**src/rtl/if_queue.sv**
```systemverilog
// Instruction queue between fetch and decode: a DEPTH-entry circular FIFO of
// {pc, inst} pairs with a combinational, zero-masked head and a flush port.
module if_queue #(
  parameter int WIDTH = 32,
  parameter int DEPTH = 4
) (
  input  logic                     i_clk,
  input  logic                     i_rst,
  input  logic                     IF_valid,
  input  logic [WIDTH-1:0]         IF_inst,
  input  logic [WIDTH-1:0]         IF_pc,
  output logic                     IF_ready,
  input  logic                     ID_stall,
  input  logic                     ID_flush,
  output logic                     ID_valid,
  output logic [WIDTH-1:0]         ID_inst,
  output logic [WIDTH-1:0]         ID_pc,
  output logic [$clog2(DEPTH):0]   o_count
);

  localparam int AW = $clog2(DEPTH);
  localparam int CW = AW + 1;
  localparam int EW = 2 * WIDTH;
  localparam logic [CW-1:0] FULL_COUNT = CW'(DEPTH);

  if (DEPTH < 2 || (DEPTH & (DEPTH - 1)) != 0) begin : g_bad_depth
    $error("if_queue: DEPTH must be a power of two and at least 2");
  end

  logic [AW-1:0]  rd_ptr_reg, rd_ptr_next;
  logic [AW-1:0]  wr_ptr_reg, wr_ptr_next;
  logic [CW-1:0]  count_reg, count_next;
  logic           full, empty;
  logic           push, pop;
  logic [DEPTH-1:0] wr_en;
  logic [EW-1:0]  entry_q [DEPTH];
  logic [EW-1:0]  head;

  assign full  = (count_reg == FULL_COUNT);
  assign empty = (count_reg == '0);

  // Handshakes are decided from registered state only, so IF_ready never
  // depends combinationally on any decode-side input.
  assign push = IF_valid && !full;
  assign pop  = !empty && !ID_stall;

  always_comb begin
    rd_ptr_next = rd_ptr_reg;
    wr_ptr_next = wr_ptr_reg;
    count_next  = count_reg;
    if (pop) begin
      rd_ptr_next = rd_ptr_reg + AW'(1);
    end
    if (push) begin
      wr_ptr_next = wr_ptr_reg + AW'(1);
    end
    case ({push, pop})
      2'b10:   count_next = count_reg + CW'(1);
      2'b01:   count_next = count_reg - CW'(1);
      default: count_next = count_reg;
    endcase
  end

  // Flush and reset both discard any same-cycle push or pop.
  always_ff @(posedge i_clk) begin
    if (i_rst || ID_flush) begin
      rd_ptr_reg <= '0;
      wr_ptr_reg <= '0;
      count_reg  <= '0;
    end else begin
      rd_ptr_reg <= rd_ptr_next;
      wr_ptr_reg <= wr_ptr_next;
      count_reg  <= count_next;
    end
  end

  always_comb begin
    wr_en = '0;
    if (push && !ID_flush && !i_rst) begin
      wr_en[wr_ptr_reg] = 1'b1;
    end
  end

  // Storage is never reset: stale words are hidden by the empty-masking below.
  genvar gi;
  for (gi = 0; gi < DEPTH; gi++) begin : g_entry
    logic [EW-1:0] data_reg;
    always_ff @(posedge i_clk) begin
      if (wr_en[gi]) begin
        data_reg <= {IF_pc, IF_inst};
      end
    end
    assign entry_q[gi] = data_reg;
  end

  assign head     = entry_q[rd_ptr_reg];
  assign IF_ready = !full;
  assign ID_valid = !empty;
  assign ID_pc    = empty ? '0 : head[EW-1:WIDTH];
  assign ID_inst  = empty ? '0 : head[WIDTH-1:0];
  assign o_count  = count_reg;

endmodule

```
**config.mk**
```make
export PLATFORM = sky130hd
export DESIGN_NAME = if_queue
export DESIGN_NICKNAME = d
export VERILOG_FILES = /design/src/rtl/if_queue.sv
export SDC_FILE = /design/constraint.sdc
export NUM_CORES = 1
export LEC_CHECK = 0
export ABC_CLOCK_PERIOD_IN_PS = 8600
export CAP_MARGIN = 20
export CORE_MARGIN = 2
export CORE_UTILIZATION = 50
export DETAILED_ROUTE_END_ITERATION = 10
export PLACE_DENSITY = 0.7
export SYNTH_ARGS = -nofsm -noshare
export SYNTH_HDL_FRONTEND = slang
export SYNTH_SLANG_ARGS = --single-unit
```
**constraint.sdc**
```tcl
create_clock -name i_clk -period 8.6 [get_ports i_clk]
set_input_delay 2.15 -clock i_clk [delete_from_list [all_inputs] [get_ports i_clk]]
set_output_delay 2.15 -clock i_clk [all_outputs]
set_load 0.02 [all_outputs]
```
==> metrics list <==
* Run status: completed
- After clock tree synthesis, the clock-pin slew on the worst setup and hold paths is 0.06 ns.
- CTS Buffer Depth: 3
- The synthesized design contains between 200 and 300 register bits.
- Met1 track demand over resource in global routing: 24.0%
- Initial DRC count: 324
- Clock latency on the worst-skew pair, taken at its later pin, is 0.52 ns.
* Half-perimeter wire length after placement: around 10,000 um
- The top cell types in the final layout, fill and taps aside, are 256 x sky130_fd_sc_hd__edfxtp_1, 137 x sky130_fd_sc_hd__clkdlybuf4s50_1, 64 x sky130_fd_sc_hd__mux4_2, 64 x sky130_fd_sc_hd__and2_1, 27 x sky130_fd_sc_hd__clkbuf_16.
* Number of max-slew violations in the final report: 0
- The final hold violation count was 0.
- After layout, the minimum clock period comes to 5.47 ns.
- In this run the number of H-tree levels came out at 1.
* Final sum of negative setup slack: 0 ns
- In this run, the combinational gates consume 6.1% of the power.
- Average cell area after synthesis: 22.1 um^2
- The first TritonRoute pass finished after 4 iterations.
- The worst hold path belongs to the class reg -> reg.
- Register-to-register setup slack: 6.06 ns
- Vias in the first global route: between 5,000 and 6,000
- Mapped Area: 10,100 um^2
- Area inside the core boundary: 20,000 um^2
* Via density per instance: 5.43
* Part of the total power dissipated in the clock network: 43.3%
- Int Pwr: about 2.3 mW
- In this run the power spent charging and discharging nets is 0.552 mW.
- Across all layers, the routed design uses 4,863 vias.
- In this run the count of I/O pins placed on the die edge is ~140.
- Y dimension of the die: 146 um
- Buffers inserted to repair hold after CTS numbered 0.
- TritonCTS created 27 clock buffers.
- Top Usage Layer GRT: met2
* Antenna-violating nets left: 0
* Setup crit end kind: output port
- Distinct cell type count of the synthesized netlist: 25
* Yosys warnings: 0
- The share of total power dissipated in sequential elements is 50.6%.
- The die covers 21,400 um^2.
* Leftover overflow at the end of global routing: 0
* Number of setup buffers added after CTS: 0
- Antenna violations before repair: 1
* LEAKAGE: 3.97 nW
- Max Freq: 0.183 GHz
- Chip width: between 100 and 150 um
- Arrival time reported for the critical path endpoint: 3.32 ns
* Total Power Consumption: between 2 and 3 mW
- Input and output buffers added on the ports amount to 137.
- From synthesis to final layout, the design area changed by 25.4%.
- Synthesis handed over a netlist of 458 instances.
* Total wire length after detailed routing: approximately 19,000 um
- The final layout contains 678 nets.
* Sequential element share of the synthesized area: between 70% and 80%
- The first global-routing pass estimated around 30,000 um of wire.
* Final Setup Violations: 0
- For this design the ratio of total power to cell area is ~220 nW/um^2.
- RSZ-0062 raised after global routing: no
* Met3 track demand over resource in global routing: 3.59%
* Worst-path maximum fanout: 48
* Number of standard-cell rows in the floorplan: 52
- After detailed routing, the average wire length per cell comes to 20.9 um.
- At the end of routability-driven placement, the weighted congestion stood at between 0.6 and 0.7.
- Initial core utilization: just over 50%
- Across the routed clock network, the largest skew measured is 0.0121 ns.
* Pin count of the biggest net entering global routing: 67
- TritonCTS built the clock tree.
- The library cell used most frequently in the layout, excluding fill and tap cells, is sky130_fd_sc_hd__edfxtp_1.
- After detailed routing, the number of remaining DRC violations is 0.
* Class of the most critical setup path: reg -> out
- Synth Net Count: 533
- The register with the most flip-flops in the layout has 256 of them.
* Global-route met2 utilization: between 30% and 40%
* Fraction of layout cells with a size suffix above 1: 19.1%
- In this run the tightest slew margin relative to its limit is 28.9%.
* Max-cap check violation count: 0
- In this run the clock root is driven by a sky130_fd_sc_hd__clkbuf_16.
- Of the total power, the share spent switching nets is 19.6%.
- In the global route stage, overall resource usage came out at 18.0%.
* Worst-margin pin slew: approximately 1.1 ns
* Worst setup SP type: flip-flop
- Post_cts resized: 0
- The worst-case IR drop observed on VDD is about 0.18 mV.
- CTS saw about 260 sinks.
- For the worst setup path, the data required time is ~6.5 ns.
* Final cycle utilization of the critical path: around 64%
-- metrics by stage --
stage	setup WS, ns	cell area [um^2]	hold WS (ns)	utilization [%]	cells
after CTS	2.97	12700	0.505	63.1	893
after global placement	3.56	11700	0.480	58.4	843
final	3.13	12700	0.502	63.2	895
after detailed placement	3.54	11700	0.497	58.4	843
after global routing	2.84	12700	0.530	63.2	895
after floorplan	4.17	10100	0.470	-	458
-- cell families (layout without fill, tap and decap cells) --
family | Yosys count | count (layout) | synth area share, %
DFF | 263 | 263 | 77.5
and+or+nand+nor | 84 | 84 | 5.11
muxes | 64 | 64 | 14.3
buffers and inverters | 30 | 196 | 1.70
AOI/OAI and AO/OA | 9 | 9 | 0.471
adders and majority gates | 6 | 6 | 0.817
xor gates and xnor gates | 2 | 2 | 0.173
other | 0 | 1 | 0
-- final timing paths --
check,from,endpoint,depth (start not counted)
min reg2reg,wr_ptr_reg[0]$_SDFFE_PP0P_,wr_ptr_reg[0]$_SDFFE_PP0P_,2
max,rd_ptr_reg[0]$_SDFFE_PP0P_,ID_inst[2],4
max reg2reg,o_count[2]$_SDFFE_PP0P_,o_count[2]$_SDFFE_PP0P_,9
min,wr_ptr_reg[0]$_SDFFE_PP0P_,wr_ptr_reg[0]$_SDFFE_PP0P_,2
-- final cells by class --
class,instances,area [um^2]
well taps,270,338
diodes,1,2.50
inverters,7,26.3
multi-input cells,165,2130
fillers,1452,7360
clock buffers,29,683
clock inverters,21,265
flip-flops and latches,263,7840
repair buffers,139,1400
-- power groups by stage --
| stage | clock (mW) | sequential, mW | combinational (mW) |
|---|---|---|---|
| after global placement | 0 | 1.45 | 0.169 |
| after floorplan | 0 | 1.45 | 0.0776 |
| after CTS | 1.24 | 1.43 | 0.173 |
| after detailed placement | 0 | 1.45 | 0.173 |
| final | 1.22 | 1.43 | 0.172 |
| after global routing | 1.30 | 1.43 | 0.185 |
-- worst max-delay path, cell delays in order, from the launching register on --
cell,delay (ns)
sky130_fd_sc_hd__dfxtp_4,0.62
sky130_fd_sc_hd__buf_4,0.83
sky130_fd_sc_hd__mux4_2,0.60
sky130_fd_sc_hd__and2_1,0.19
sky130_fd_sc_hd__clkdlybuf4s50_1,0.55
-- synthesized netlist by cell type, drive strengths merged --
master  count  area (um^2)
edfxtp    256         7690
and2       65          407
mux4       64         1440
buf        13          108
clkbuf     10         37.5
dfxtp       7          140
inv         7         26.3
ha          5         62.6
nor2        5         18.8
a21oi       4         20.0
and3        4         25.0
o21ai       4         20.0
or3         3         18.8
nand4       2         12.5
xor2        2         17.5
fa          1         20.0
nand2       1         3.75
nand2b      1         6.26
nor3        1         10.0
o31ai       1         7.51
or2         1         6.26
or3b        1         8.76
-- per-layer routing --
metal,wire length (um),share of wire [%],vias to the layer above
met2,9590,51,143
met5,0,0,-
met4,308,1.6,0
met3,1180,6.3,27
met1,7630,41,2542
li1,-,-,2151
Note: power is estimated with default switching activity, not from simulation.
